===== src/rtl/tap_pkg.sv =====
// ---------------------------------------------------------------------------
// tap_pkg
// Shared definitions for the tap write arbiter:
//   - tap_state_e : FSM state encoding (IDLE, CMD, DATA, GAP)
//   - GAP_CYC_MIN/GAP_CYC_MAX : legal range of the inter-transaction gap
//   - GAP_CNT_W   : width of the gap down-counter (covers GAP_CYC_MAX)
//   - STAT_W      : width of the per-requester statistics counters
//   - sat_inc()   : saturating increment used by the statistics counters
// ---------------------------------------------------------------------------
package tap_pkg;

    typedef enum logic [1:0] {
        ST_IDLE = 2'd0,
        ST_CMD  = 2'd1,
        ST_DATA = 2'd2,
        ST_GAP  = 2'd3
    } tap_state_e;

    localparam int GAP_CYC_MIN = 0;
    localparam int GAP_CYC_MAX = 15;
    localparam int GAP_CNT_W   = 4;
    localparam int STAT_W      = 32;

    // Holds at all-ones instead of wrapping back to zero.
    function automatic logic [STAT_W-1:0] sat_inc(input logic [STAT_W-1:0] v);
        return (v == '1) ? v : v + STAT_W'(1);
    endfunction

endpackage


===== src/rtl/tap_rr_arb2.sv =====
// ---------------------------------------------------------------------------
// tap_rr_arb2
// Two-way round-robin grant logic.
// Ports:
//   clk    - clock, rising edge
//   rst    - asynchronous active-high reset (req0 wins first contention)
//   req    - [1:0] request vector
//   update - grant is being consumed this cycle; advance the priority pointer
//   grant  - [1:0] one-hot grant (all zero when no request)
// ---------------------------------------------------------------------------
module tap_rr_arb2 (
    input  logic       clk,
    input  logic       rst,
    input  logic [1:0] req,
    input  logic       update,
    output logic [1:0] grant
);

    // prio_q = 1 means req1 wins the next contention.
    logic prio_q;
    logic prio_d;

    // The pointer only matters when both request; a lone requester is
    // granted regardless of whose turn it is.
    always_comb begin
        grant = req;
        if (req == 2'b11) begin
            grant = prio_q ? 2'b10 : 2'b01;
        end
    end

    // After serving req0 hand priority to req1 and vice versa.
    always_comb begin
        prio_d = prio_q;
        if (update && (grant != 2'b00)) begin
            prio_d = grant[0];
        end
    end

    always_ff @(posedge clk or posedge rst) begin
        if (rst) begin
            prio_q <= 1'b0;
        end else begin
            prio_q <= prio_d;
        end
    end

endmodule


===== src/rtl/tap_wr_arb.sv =====
// ---------------------------------------------------------------------------
// tap_wr_arb
// Arbitrates two tap-write requesters onto a single tap write channel.
// Each accepted request produces a one-cycle command strobe carrying the
// address, then a one-cycle data strobe carrying the data, followed by
// GAP_CYC idle cycles before the next request can be accepted.
//
// Parameters:
//   GAP_CYC - idle cycles after each transaction (0..15)
//   AW, DW  - tap address / data width
// Ports:
//   clk_100m, rst_100m         - clock, async active-high reset
//   cfg_clr                    - synchronous clear of statistics counters
//   reqN_vld/addr/data, reqN_rdy - requester N handshake (rdy = accept strobe)
//   tap_wr_cmd/tap_wr_addr     - command strobe and address (zero when idle)
//   tap_wr_vld/tap_wr_data     - data strobe and data (zero when idle)
//   tap_busy                   - FSM not in IDLE
//   grant_id                   - requester of the current/last transaction
//   stat_cnt0/stat_cnt1        - accepted transactions per requester
//
// Build option: define TAP_WR_ARB_STAT_EN to include the statistics
// counters; without it stat_cnt0/stat_cnt1 are constant zero.
// ---------------------------------------------------------------------------
module tap_wr_arb
    import tap_pkg::*;
#(
    parameter int GAP_CYC = 2,
    parameter int AW      = 32,
    parameter int DW      = 32
) (
    input  logic          clk_100m,
    input  logic          rst_100m,
    input  logic          cfg_clr,
    input  logic          req0_vld,
    input  logic [AW-1:0] req0_addr,
    input  logic [DW-1:0] req0_data,
    output logic          req0_rdy,
    input  logic          req1_vld,
    input  logic [AW-1:0] req1_addr,
    input  logic [DW-1:0] req1_data,
    output logic          req1_rdy,
    output logic          tap_wr_cmd,
    output logic [AW-1:0] tap_wr_addr,
    output logic          tap_wr_vld,
    output logic [DW-1:0] tap_wr_data,
    output logic          tap_busy,
    output logic          grant_id,
    output logic [31:0]   stat_cnt0,
    output logic [31:0]   stat_cnt1
);

    // GAP state is entered with the counter loaded so that it lasts GAP_CYC cycles.
    localparam logic [GAP_CNT_W-1:0] GAP_LOAD =
        GAP_CNT_W'((GAP_CYC > 0) ? (GAP_CYC - 1) : 0);

    tap_state_e           state_q, state_d;
    logic [GAP_CNT_W-1:0] gap_cnt_q, gap_cnt_d;
    logic [AW-1:0]        addr_q, addr_d;
    logic [DW-1:0]        data_q, data_d;
    logic                 gid_q, gid_d;

    logic [1:0] grant;
    logic       accept;

    // rdy is combinational from state, so it is also qualified with reset
    // to drop the very moment reset is asserted.
    assign accept = (state_q == ST_IDLE) && !rst_100m && (req0_vld || req1_vld);

    tap_rr_arb2 u_rr (
        .clk    (clk_100m),
        .rst    (rst_100m),
        .req    ({req1_vld, req0_vld}),
        .update (accept),
        .grant  (grant)
    );

    assign req0_rdy    = accept && grant[0];
    assign req1_rdy    = accept && grant[1];
    assign tap_wr_cmd  = (state_q == ST_CMD);
    assign tap_wr_addr = tap_wr_cmd ? addr_q : '0;
    assign tap_wr_vld  = (state_q == ST_DATA);
    assign tap_wr_data = tap_wr_vld ? data_q : '0;
    assign tap_busy    = (state_q != ST_IDLE);
    assign grant_id    = gid_q;

    // Requests are only looked at in IDLE; anything arriving later simply
    // waits because the requester keeps vld high until it sees rdy.
    always_comb begin
        state_d   = state_q;
        gap_cnt_d = gap_cnt_q;
        addr_d    = addr_q;
        data_d    = data_q;
        gid_d     = gid_q;
        case (state_q)
            ST_IDLE: begin
                if (accept) begin
                    addr_d  = grant[1] ? req1_addr : req0_addr;
                    data_d  = grant[1] ? req1_data : req0_data;
                    gid_d   = grant[1];
                    state_d = ST_CMD;
                end
            end
            ST_CMD: begin
                state_d = ST_DATA;
            end
            ST_DATA: begin
                if (GAP_CYC == 0) begin
                    state_d = ST_IDLE;
                end else begin
                    gap_cnt_d = GAP_LOAD;
                    state_d   = ST_GAP;
                end
            end
            ST_GAP: begin
                if (gap_cnt_q == '0) begin
                    state_d = ST_IDLE;
                end else begin
                    gap_cnt_d = gap_cnt_q - GAP_CNT_W'(1);
                end
            end
            default: begin
                state_d = ST_IDLE;
            end
        endcase
    end

    always_ff @(posedge clk_100m or posedge rst_100m) begin
        if (rst_100m) begin
            state_q   <= ST_IDLE;
            gap_cnt_q <= '0;
            addr_q    <= '0;
            data_q    <= '0;
            gid_q     <= 1'b0;
        end else begin
            state_q   <= state_d;
            gap_cnt_q <= gap_cnt_d;
            addr_q    <= addr_d;
            data_q    <= data_d;
            gid_q     <= gid_d;
        end
    end

`ifdef TAP_WR_ARB_STAT_EN
    logic [STAT_W-1:0] stat_cnt0_q, stat_cnt0_d;
    logic [STAT_W-1:0] stat_cnt1_q, stat_cnt1_d;

    // A clear arriving together with an acceptance wins over the increment.
    always_comb begin
        stat_cnt0_d = stat_cnt0_q;
        stat_cnt1_d = stat_cnt1_q;
        if (cfg_clr) begin
            stat_cnt0_d = '0;
            stat_cnt1_d = '0;
        end else begin
            if (req0_rdy) stat_cnt0_d = sat_inc(stat_cnt0_q);
            if (req1_rdy) stat_cnt1_d = sat_inc(stat_cnt1_q);
        end
    end

    always_ff @(posedge clk_100m or posedge rst_100m) begin
        if (rst_100m) begin
            stat_cnt0_q <= '0;
            stat_cnt1_q <= '0;
        end else begin
            stat_cnt0_q <= stat_cnt0_d;
            stat_cnt1_q <= stat_cnt1_d;
        end
    end

    assign stat_cnt0 = stat_cnt0_q;
    assign stat_cnt1 = stat_cnt1_q;
`else
    logic unused_cfg_clr;
    assign unused_cfg_clr = cfg_clr;
    assign stat_cnt0      = '0;
    assign stat_cnt1      = '0;
`endif

endmodule


===== config.mk =====
export PLATFORM = sky130hd
export DESIGN_NAME = tap_wr_arb
export DESIGN_NICKNAME = d
export VERILOG_FILES = /design/src/rtl/tap_pkg.sv /design/src/rtl/tap_rr_arb2.sv /design/src/rtl/tap_wr_arb.sv
export SDC_FILE = /design/constraint.sdc
export NUM_CORES = 1
export LEC_CHECK = 0
export ABC_CLOCK_PERIOD_IN_PS = 1800
export BUFFER_PORTS_ARGS = -buffer_cell sky130_fd_sc_hd__buf_2
export CAP_MARGIN = 20
export CORE_ASPECT_RATIO = 0.6
export CORE_MARGIN = 2
export CORE_UTILIZATION = 40
export CTS_CLUSTER_DIAMETER = 40
export DETAILED_ROUTE_END_ITERATION = 6
export PLACE_DENSITY = 0.78
export SKIP_CTS_REPAIR_TIMING = 1
export SLEW_MARGIN = 10
export SYNTH_ARGS = -nofsm -noshare
export SYNTH_HDL_FRONTEND = slang
export SYNTH_SLANG_ARGS = --single-unit

===== constraint.sdc =====
create_clock -name clk_100m -period 1.8 [get_ports clk_100m]
set_input_delay 0.09 -clock clk_100m [delete_from_list [all_inputs] [get_ports clk_100m]]
set_output_delay 0.09 -clock clk_100m [all_outputs]
set_load 0.03 [all_outputs]

Yosys cells after proc, flatten, opt, wreduce, memory -nomap -nowiden

Cells that the tools add are included.

Add/sub/neg operators: 1
Equality and inequality tests: 7
Multiplexer cells: 11
Reduce and logical (&&, ||, !) cells: 15

Operators with widths:

| cell                | number |
|---|---|
| $mux 32             | 4 |
| $mux 2              | 4 |
| $pmux 2 s4          | 1 |
| $pmux 4 s2          | 1 |
| $eq 2x2->1 const B  | 3 |
| $ne 2x2->1 const B  | 3 |
| $reduce_and 2->1    | 3 |
| $reduce_bool 2->1   | 3 |
| $logic_and 1x1->1   | 5 |
| $logic_not 4->1     | 1 |
| $mux 4              | 1 |
| $sub 4x1->4 const B | 1 |
| $eq 2x1->1 const B  | 1 |
| $logic_not 2->1     | 1 |
| $logic_not 1->1     | 1 |
| $logic_or 1x1->1    | 1 |

Bits in registers: 72
Bits of input ports: 133
Output and inout bits: 134
Logic and storage cells: 40

Depth between registers and ports, before layout

Gate-level depths: netlist (run 1).

Depth after elaboration: 5
Depth in mapped cells: 8
Depth with buffers taken out: 6

Hierarchy

Synthesis (run 1) repeated with hierarchy kept, for this count alone.

Cell total of the unflattened synthesis: 463
Area, all modules: 4324.1 sq um

Modules (own cells, without submodules):

| module      | instances | cells each | area an instance (sq um) | seq. area each (sq um) |
|---|---|---|---|---|
| tap_wr_arb  | 1         | 456        | 4265.3                   | 1776.7 |
| tap_rr_arb2 | 1         | 7          | 58.8                     | 25.0 |

Least setup slack after synthesis (run 1)

Ideal clock, no wire load.

Path kind: reg2reg
Start point: reg state_q[0]
End point: reg u_rr.prio_q
Arrival time: 1.535 ns
Required time: 1.733 ns
Slack: 0.198 ns
Stages on the path, launching flop included: 7
Path buffers: 0
Path through: dfrtp_1 > inv_1 > ha_1 > and2b_1 > nand2_1 > a21oi_1 > a21o_1

Longest elaborated chain between the ends: 4

Ends and longest elaborated chain:

| item                           | line              | source |
|---|---|---|
| start: declaration             | tap_wr_arb.sv:56  | `tap_state_e state_q, state_d;` |
| start signal: assignment       | tap_wr_arb.sv:135 | `state_q <= state_d;` |
| $logic_not 2->1                | tap_wr_arb.sv:67  | `assign accept = (state_q == ST_IDLE) && !rst_100m && (req0_vld \|\| req1_vld);` |
| $logic_and 1x1->1 (2 in a row) | tap_wr_arb.sv:67  |  |
| $logic_and 1x1->1              | tap_rr_arb2.sv:35 | `if (update && (grant != 2'b00)) begin` |
| end signal: assignment         | tap_rr_arb2.sv:44 | `prio_q <= prio_d;` |
| end: declaration               | tap_rr_arb2.sv:20 | `logic prio_q;` |

Every way passes these cells.
A chain may end at the register's enable or synchronous reset.

Worst setup path after layout (run 1)

Start point: reg state_q[0]
End point: out tap_wr_data[27]

Longest elaborated chain between the ends: 2

Ends and longest elaborated chain:

| item             | line             | source |
|---|---|---|
| $eq 2x2->1       | tap_wr_arb.sv:81 | `assign tap_wr_vld = (state_q == ST_DATA);` |
| $mux 32          | tap_wr_arb.sv:82 | `assign tap_wr_data = tap_wr_vld ? data_q : '0;` |
| end: declaration | tap_wr_arb.sv:45 | `output logic [DW-1:0] tap_wr_data,` |

Every way passes these cells.

==> reports/results.tsv, run 1 <==
stage	metric	value	unit
outcome	status	finished with violations	
outcome	failed_checks	hold timing	
clock_tree	numCtsBuffers	9	
logic_synthesis	syn-mean-instance-area	8.17	µm²
clock_tree	clkLatencyLatePin	0.33	ns
critical_path	critPathMaxFanout	26	
clock_tree	cts_sinks	72	
critical_path	cp_slowest_cell	dfrtp_1	
global_route	grt_pass1_vias	3771	
logic_synthesis	synthMuxAreaShare	0.746	%
logic_synthesis	synth_area_leaders	dfrtp_1, a21oi_1, buf_4	
sta	period_needed	1.73	ns
min_path	min_from	req0_addr[19]	
logic_synthesis	synth-xor-area-share	0	%
sta	final_max_slew_viol_count	0	
floorplanning	die_area	0.0118	mm²
logic_synthesis	synth.distinct_cells	26	
power	finalPower	9.80	mW
critical_path	r2r_slack	0.11	ns
placement	pre_cts_slack	0.0930	ns
min_path	worstHoldEndpoint	addr_q[19]$_DFFE_PP0P_	
critical_path	worst_r2r_path_depth	6	
clock_tree	cts_tree	yes	
logic_synthesis	syn_inst	534	
finish	area_growth	30.8	%
critical_path	critical_path_required	1.71	ns
min_path	min_path_cells	3	
floorplanning	die_x	139	µm
sta	hold_ws	-0.00740	ns
power	p_leak	3.04	nW
critical_path	r2r_end	state_q[1]$_DFFE_PP0P_	
routing	dr.pass1.iters	4	
power	powerDensity	1720	mW/mm²
routing	viasPerCell	4.63	
job	cap_violations	0	
floorplanning	fp-row-count	29	
logic_synthesis	netlist_area	0.00436	mm²
clock_tree	htreeDepth	3	
logic_synthesis	synthAdderAreaFrac	1.72	%
routing	drc	0	
finish	antenna_cells	0	
critical_path	reg2reg_from	state_q[0]$_DFFE_PP0P_	
floorplanning	core	0.0106	mm²
floorplanning	die-height	84.9	µm
logic_synthesis	synth_top_area_share	41.3	%
global_route	grt_overflow	0	
finish	fin_util	53.9	%
sta	setup_viol	0	
routing	vias	4066	
clock_tree	max-clock-path-buffers	2	
logic_synthesis	synth_area_leader_cell	dfrtp_1	
logic_synthesis	yosys_warnings	0	
placement	dp_hpwl	8250	µm
logic_synthesis	synthSimpleGateAreaFrac	22.5	%
sta	fin_ws	0.0709	ns
finish	drive_gt1_share	32.4	%
critical_path	crit_path_end_kind	output port	
sta	clock_skew	0.00515	ns
logic_synthesis	ys_top_cells_by_count	a21oi_1, dfrtp_1, buf_4, nand2_1, nor2_1	
logic_synthesis	yosys.cell_count.top_type	a21oi_1	
power	peakVddDrop	835	µV
routing	antenna_left	0	
critical_path	path_class	flip-flop to output port	
logic_synthesis	synth-async-reset-ratio	100	%
logic_synthesis	synth_compound_area_share	16.4	%
critical_path	start_kind	flip-flop	
sta	worst_pin_slew	0.506	ns
critical_path	path_cells	inv_1, ha_2, buf_12, and2_1, buf_2	
finish	fill_cells	1040	
critical_path	slowest_delay	0.41	ns
placement	dp_cells	851	
critical_path	arrival	1.64	ns
min_path	worst_hold_path_type	primary input to flip-flop	
placement	portBuffers	201	
global_route	grt_pass1_wl	18400	µm
sta	hold_viol	12	
logic_synthesis	ys_seq_area_share	41.3	%
sta	fin_crit_sh	96.1	%
routing	drt_iter0_drc	137	
finish	final_cells	879	
global_route	grt_max_degree	66	
floorplanning	ioPinCount	267	
clock_tree	root_buffer	clkbuf_16	
logic_synthesis	synth_seq_cells	72	
sta	relSlewSlack	66.3	%
sta	grt_setup_unrepaired	true	
clock_tree	cts.clk_slew.worst_paths	0.06	ns
placement	place_congestion	0.751	
finish	fin_nets	874	
routing	drt_wl_total	11500	µm
finish	ff_latch_area	0.00180	mm²
global_route	grt_antenna_before_repair	0	
sta	fmax	578	MHz
routing	routedWlPerCell	13.1	µm
logic_synthesis	synth-edff-count	0	
global_route	grt_usage	19.2	%
logic_synthesis	ys.flop_type	dfrtp_1	
finish	multi_input_area	0.00207	mm²
logic_synthesis	synth_top_family_by_area	simple AND/OR/NAND/NOR gates	
floorplanning	initial_utilization	41.2	%
==> critical path, delay by kind of cell (launching register included) <==
kind                       cells  cell delay [ns]
buffers and inverters          3             0.49
adders and majority gates      1             0.26
and+or+nand+nor                1             0.15
DFF                            1             0.41
==> layout make-up <==
class                      count  share of cell area (%)
inverter                       6                   0.460
multi-input combinational    422                    36.2
sequential                    72                    31.6
tap                          139                    3.05
clock inverter                 5                   0.965
clock buffer                  11                    4.43
timing repair buffer         224                    23.3
==> power breakdown <==
part / internal [mW] / leakage [nW] / total, mW / switching [mW]
sequential: 2.42 / 0.811 / 2.79 / 0.375
combinational: 1.82 / 2.08 / 5.21 / 3.39
clock: 1.14 / 0.148 / 1.80 / 0.654
==> cells by family after synthesis <==
logic type / Yosys count
simple gates: 211
fa+ha+maj: 6
buf+inv: 103
mux: 3
other cells: 1
flops: 72
compound gates: 138
==> sequential cells by signal (all words and copies together) (netlist names) <==
signal,count
grant_id,1
data_q,32
u_rr.prio_q,1
addr_q,32
state_q,2
gap_cnt_q,4
==> layer usage <==
layer | vias up | wire, µm | global-route usage, %
met4 | 0 | 66 | 4.41
met1 | 1915 | 5170 | 26.0
met5 | - | 0 | 0
met2 | 148 | 5340 | 30.5
li1 | 1998 | - | -
met3 | 5 | 906 | 6.21
==> through the flow <==
stage               hold slack (ns)  TNS (ns)  instance area, µm²
floorplan                     0.219         0                4600
global placement             0.0771         0                5260
detailed placement           0.0840         0                5260
CTS                          -0.274    -0.187                5570
global route               0.000933    -0.146                5710
finish                     -0.00740         0                5710
==> placed cells by master (no fill, tap or decap), types with 3 or more instances in the layout <==
master and instances:
buf_2 199, a21oi_1 129, dfrtp_1 72, nand2_1 68, nor2_1 67, and2_1 64
conb_1 64, dlygate4sd3_1 12, clkbuf_16 9, buf_12 9, inv_1 5, nand2b_1 4
clkinvlp_4 3, a21o_1 3, ha_2 3, ha_1 3
==> worst max-delay path by stage <==
| stage | to | start | slack, ns | cells past startpoint |
|---|---|---|---|---|
| floorplan | u_rr.prio_q$_DFFE_PP0P_ | state_q[0]$_DFFE_PP0P_ | 0.20 | 6 |
| global placement | state_q[1]$_DFFE_PP0P_ | state_q[0]$_DFFE_PP0P_ | 0.14 | 6 |
| detailed placement | state_q[1]$_DFFE_PP0P_ | state_q[0]$_DFFE_PP0P_ | 0.09 | 6 |
| CTS | req0_rdy | state_q[0]$_DFFE_PP0P_ | -0.05 | 6 |
| global route | tap_wr_data[15] | state_q[0]$_DFFE_PP0P_ | -0.03 | 5 |
| finish | tap_wr_data[27] | state_q[0]$_DFFE_PP0P_ | 0.07 | 5 |
Note: power is estimated with default switching activity, not from simulation.
==> run 2, diff against run 1 <==
- SETUP_SLACK_MARGIN: unset -> 0.2
==> run 2 against run 1 <==
The run still ends with hold timing left. Die area unchanged. Clock power decreased by 11%. Global-route usage decreased by 0.25 points. Fmax increased by 2.7%. Flip-flop and latch count unchanged. Clock skew increased by 0.00084 ns. Wire length increased by 11%. Via count increased by 1.3%. Critical endpoint is now state_q[1]$_DFFE_PP0P_.
==> reports/results.tsv, run 2 (same netlist as run 1, synthesis figures left out) <==
stage	metric	value	unit	change
sta	hold_viol	4		-8
routing	viasPerCell	4.62		about the same
job	cap_violations	0		unchanged
global_route	grt_pass1_wl	18400	µm	unchanged
floorplanning	ioPinCount	267		unchanged
critical_path	critical_path_required	2.00	ns	+0.29 ns
global_route	grt_max_degree	73		+11%
routing	drt_wl_total	12700	µm	+11%
floorplanning	die_x	139	µm	unchanged
critical_path	cp.depth	6		+1
finish	final_common_cell	buf_2		
global_route	grt_overflow	0		unchanged
finish	area_growth	45.0	%	
finish	drive_gt1_share	41.0	%	+8.5 points
finish	fin_nets	886		+1.4%
critical_path	path_cells	inv_4, ha_4, and2b_2, o21ai_4, a21oi_2, mux2_4		
finish	fin_util	59.7	%	+5.8 points
sta	fmax	594	MHz	+2.7%
critical_path	crit_buf_inv	1		-2
min_path	worst_hold_path_type	primary input to flip-flop		
global_route	grt_usage	19.0	%	-0.25 points
routing	drt_iter0_drc	183		+34%
floorplanning	fp-row-count	29		unchanged
power	finalPower	11.1	mW	+14%
sta	setup_viol	0		unchanged
sta	grt_setup_unrepaired	true		
clock_tree	cts_tree	yes		
floorplanning	die-height	84.9	µm	unchanged
floorplanning	core	0.0106	mm²	unchanged
critical_path	cp_slowest_cell	dfrtp_2		
placement	place_congestion	0.813		+8.3%
clock_tree	max-clock-path-buffers	2		unchanged
finish	most-common-layout-cells	buf_2, a21oi_1, dfrtp_1		
power	p_leak	3.22	nW	+6.0%
critical_path	cpLargestDelayFamily	flip-flops		
routing	wl_met1	5740	µm	+11%
power	peakVddDrop	921	µV	+10%
sta	relSlewSlack	65.5	%	-0.79 points
routing	dr.pass1.iters	4		unchanged
routing	vias	4118		+1.3%
critical_path	worst_r2r_path_depth	6		unchanged
outcome	status	finished with violations		
routing	routedWlPerCell	14.3	µm	+9.3%
outcome	failed_checks	hold timing		
critical_path	arrival	1.89	ns	+0.25 ns
clock_tree	cts_sinks	72		unchanged
min_path	min_path_cells	3		unchanged
critical_path	path_class	flip-flop to flip-flop		
sta	period_needed	1.68	ns	-0.0458 ns
placement	portBuffers	201		unchanged
clock_tree	root_buffer	clkbuf_16		
critical_path	critPathMaxFanout	6		-77%
routing	dr_wl_met2	5990	µm	+12%
global_route	grt_pass1_vias	3929		+4.2%
clock_tree	cts.clk_slew.worst_paths	0.06	ns	about the same
critical_path	crit_path_end_kind	flip-flop		
routing	dr_wl_met3	902	µm	-0.44%
power	powerDensity	1760	mW/mm²	+2.7%
finish	fill_cells	931		-10%
clock_tree	numCtsBuffers	9		unchanged
routing	top_layer	met4		
sta	hold_ws	-0.00678	ns	+0.000621 ns
critical_path	slowest_delay	0.44	ns	+0.03 ns
clock_tree	htreeDepth	3		unchanged
sta	fin_crit_sh	93.5	%	-2.5 points
sta	final_max_slew_viol_count	0		unchanged
finish	antenna_cells	0		unchanged
routing	antenna_left	0		unchanged
routing	drc	0		unchanged
sta	clock_skew	0.00599	ns	+0.000836 ns
global_route	grt_antenna_before_repair	0		unchanged
finish	reg.largest.list	addr_q x32, data_q x32, gap_cnt_q x4		
sta	worst_pin_slew	0.518	ns	+0.0118 ns
floorplanning	die_area	0.0118	mm²	unchanged
critical_path	start_kind	flip-flop		
clock_tree	clkLatencyLatePin	0.32	ns	about the same
floorplanning	initial_utilization	41.2	%	unchanged
placement	dp_hpwl	8110	µm	-1.7%
[run 2: cell types whose count changed in the layout (fill, tap and decap cells not counted), moves of 3 or more]
| cell | change |
|---|---|
| buf_2 | -63 |
| buf_6 | +38 |
| buf_4 | +35 |
| and2_1 | -32 |
| and2_4 | +32 |
| a21oi_1 | -17 |
| a21oi_2 | +16 |
| clkbuf_16 | +4 |
| ha_2 | -3 |
| ha_4 | +3 |
[run 2: area by class of cell]
class | count | area (µm²) | area share [%]
repair buffers | 236 | 1790 | 28.3
flip-flops and latches | 72 | 1800 | 28.5
well taps | 139 | 174 | 2.75
multi-input cells | 422 | 2260 | 35.7
inverters | 6 | 31.3 | 0.495
clock inverters | 4 | 20.0 | 0.317
clock buffers | 12 | 246 | 3.90
[run 2: path summary, 6_finish.rpt]
kind / endpoint / slack, ns / startpoint
setup / recovery: state_q[1]$_DFFE_PP0P_ / 0.12 / state_q[0]$_DFFE_PP0P_
hold / removal: addr_q[31]$_DFFE_PP0P_ / -0.007 / req0_addr[31]
setup reg to reg: state_q[1]$_DFFE_PP0P_ / 0.12 / state_q[0]$_DFFE_PP0P_
hold reg to reg: grant_id$_DFFE_PP0P_ / 0.48 / grant_id$_DFFE_PP0P_
max in group asynchronous: state_q[1]$_DFFE_PP0P_ / 1.02 / rst_100m
min in group asynchronous: grant_id$_DFFE_PP0P_ / 0.43 / rst_100m
[run 2: metal layers]
layer,vias to the layer above,track usage (%)
li1,2030,-
met3,9,5.76
met5,-,0
met1,1932,25.6
met4,0,3.86
met2,147,30.6
[run 2: metrics by stage]
step / instance area (µm²) / cells / worst slack [ns] / hold slack, ns / setup TNS, ns
finish: 6320 / 891 / 0.117 / -0.00678 / 0
global route: 6320 / 891 / 0.0673 / -0.00573 / 0
CTS: 5520 / 868 / -0.0608 / -0.101 / -0.0608
detailed placement: 5260 / 852 / 0.0578 / 0.251 / 0
global placement: 5260 / 852 / 0.107 / 0.246 / 0
floorplan: 4610 / 597 / 0.241 / 0.219 / 0
[run 2: tightest hold or removal path: cells and delay by family]
| kind | cells | cell delay (ns) |
|---|---|---|
| compound gates | 1 | 0.05 |
| simple gates | 1 | 0.04 |
| buf+inv | 1 | 0.09 |
[run 2: where the power goes]
group | total (mW) | switching (mW) | internal [mW]
Sequential | 2.84 | 0.412 | 2.42
Clock | 1.60 | 0.642 | 0.961
Combinational | 6.70 | 3.75 | 2.96
Total | 11.1 | 4.80 | 6.34
==> run 3, diff against run 2 <==
- REMOVE_ABC_BUFFERS: unset -> 1
==> run 3 against run 2 <==
The flow still finishes with violations (hold timing). Via count rose by 7.9%. Final cell count rose by 2.4%. Utilization rose by 5.3 points. Cell area rose by 8.9%. Non-clock buffer count rose by 21. Sequential power barely moved. Critical path depth fell by 1. Worst setup slack got worse by 0.021 ns. Global-route usage fell by 0.21 points. Power rose by 6.8%. Critical endpoint is now tap_wr_addr[0].
==> reports/results.tsv, run 3 (same netlist as run 1, synthesis figures left out) <==
stage	metric	value	unit	change
global_route	grt_pass1_vias	3739		-4.8%
sta	period_needed	1.70	ns	+0.0211 ns
routing	drt_iter0_drc	198		+8.2%
global_route	grt_pass1_wl	17900	µm	-2.3%
routing	viasPerCell	4.87		+5.4%
clock_tree	numCtsBuffers	9		unchanged
global_route	grt_usage	18.7	%	-0.21 points
placement	post_dp_cell_area	0.00526	mm²	unchanged
min_path	worst_hold_path_type	primary input to flip-flop		
power	peakVddDrop	1080	µV	+17%
clock_tree	cts.clk_slew.worst_paths	0.06	ns	about the same
placement	portBuffers	201		unchanged
placement	place_congestion	0.856		+5.3%
sta	clock_skew	0.00533	ns	-0.000663 ns
finish	final_cells	912		+2.4%
critical_path	path_cells	inv_2, ha_4, clkbuf_16, and2_1, buf_6		
floorplanning	fp-row-count	29		unchanged
floorplanning	ioPinCount	267		unchanged
clock_tree	root_buffer	clkbuf_16		
sta	hold_ws	-0.00570	ns	+0.00109 ns
floorplanning	die-height	84.9	µm	unchanged
clock_tree	max-clock-path-buffers	2		unchanged
finish	fin_util	65.0	%	+5.3 points
sta	setup_viol	0		unchanged
routing	drt_wl_total	14900	µm	+17%
finish	reg.largest.list	addr_q x32, data_q x32, gap_cnt_q x4		
clock_tree	htreeDepth	3		unchanged
placement	dp_cells	853		+0.12%
outcome	status	finished with violations		
power	p_leak	3.38	nW	+4.9%
clock_tree	cts_sinks	72		unchanged
finish	fin_nets	907		+2.4%
placement	dp_hpwl	8260	µm	+1.8%
job	cap_violations	0		unchanged
routing	vias	4443		+7.9%
clock_tree	clkLatencyLatePin	0.33	ns	about the same
finish	antenna_cells	0		unchanged
critical_path	arrival	1.61	ns	-0.28 ns
critical_path	critPathMaxFanout	8		+2
critical_path	cp_slowest_cell	dfrtp_1		
finish	drive_gt1_share	44.9	%	+3.9 points
routing	antenna_left	0		unchanged
floorplanning	die_area	0.0118	mm²	unchanged
floorplanning	core	0.0106	mm²	unchanged
routing	drc	0		unchanged
finish	most-common-layout-cells	buf_2, a21oi_1, dfrtp_1		
sta	fin_crit_sh	94.7	%	+1.2 points
finish	fin_area	0.00689	mm²	+8.9%
critical_path	critical_path_required	1.71	ns	-0.29 ns
placement	pre_cts_slack	0.0498	ns	-0.00805 ns
power	powerDensity	1730	mW/mm²	-1.9%
critical_path	start_kind	flip-flop		
sta	final_max_slew_viol_count	0		unchanged
critical_path	slowest_delay	0.42	ns	-0.02 ns
routing	routedWlPerCell	16.3	µm	+14%
global_route	grt_overflow	0		unchanged
critical_path	path_class	flip-flop to output port		
sta	grt_setup_unrepaired	true		
global_route	grt_antenna_before_repair	1		+1
floorplanning	initial_utilization	41.2	%	unchanged
clock_tree	cts_tree	yes		
global_route	grt_max_degree	68		-6.8%
critical_path	crit_path_end_kind	output port		
sta	fin_ws	0.0955	ns	-0.0211 ns
finish	area_growth	57.9	%	
floorplanning	die_x	139	µm	unchanged
sta	hold_viol	4		unchanged
sta	fmax	587	MHz	-1.2%
routing	dr.pass1.iters	5		+1
critical_path	r2r_slack	0.14	ns	+0.02 ns
finish	final_common_cell	buf_2		
outcome	failed_checks	hold timing		
==> run 3: cell count changes in the layout (fill, tap and decap cells not counted), moves of 4 or more <==
cell	change
clkbuf_16	+4
a21oi_2	+29
and2_4	-9
a21oi_4	+8
dlygate4sd3_1	+10
and2_1	+10
a21oi_1	-37
buf_4	-26
buf_6	+28
==> run 3: final timing paths <==
kind                                             start                       end  depth (start not counted)
worst min register to register    grant_id$_DFFE_PP0P_      grant_id$_DFFE_PP0P_                          1
max in group asynchronous                     rst_100m    data_q[26]$_DFFE_PP0P_                          4
worst max register to register  state_q[0]$_DFFE_PP0P_    addr_q[24]$_DFFE_PP0P_                          8
min in group asynchronous                     rst_100m  gap_cnt_q[3]$_DFFE_PP0P_                          3
worst min-delay path                      req0_data[8]     data_q[8]$_DFFE_PP0P_                          3
worst max-delay path            state_q[1]$_DFFE_PP0P_            tap_wr_addr[0]                          5
==> run 3: layout make-up <==
class                   instances  area (µm²)
clock buffers                   9         225
clock inverters                 7        46.3
fillers                       796        3710
inverters                       6        25.0
multi-input cells             422        2430
flip-flops and latches         72        1800
well taps                     139         174
repair buffers                257        2180
==> run 3: layer usage <==
| metal | up-vias | wire length [µm] | global-route usage, % | part of all wire (%) |
|---|---|---|---|---|
| met4 | 0 | 206 | 4.22 | 1.4 |
| met3 | 20 | 1340 | 7.11 | 9.0 |
| met2 | 211 | 6960 | 28.8 | 47 |
| met1 | 2140 | 6390 | 25.5 | 43 |
| met5 | - | 0 | 0 | 0 |
| li1 | 2072 | - | - | - |
==> run 3: worst max-delay path, delay by kind of cell (launching register included) <==
kind / cells / cell delay, ns
buf+inv: 3 / 0.45
fa+ha+maj: 1 / 0.22
flops: 1 / 0.42
simple gates: 1 / 0.18
==> run 3: through the flow <==
step                      TNS [ns]  power, mW
final                            0       11.9
after CTS                  -0.0516       9.62
after global routing             0       12.6
after detailed placement         0       7.95
after global placement           0       7.87
after floorplan             -21.82       6.33
==> run 3: where the power goes <==
group / internal [mW] / switching [mW] / total [mW] / leakage (nW)
Clock: 0.929 / 0.701 / 1.63 / 0.128
Combinational: 3.32 / 4.10 / 7.42 / 2.44
Sequential: 2.42 / 0.433 / 2.85 / 0.810
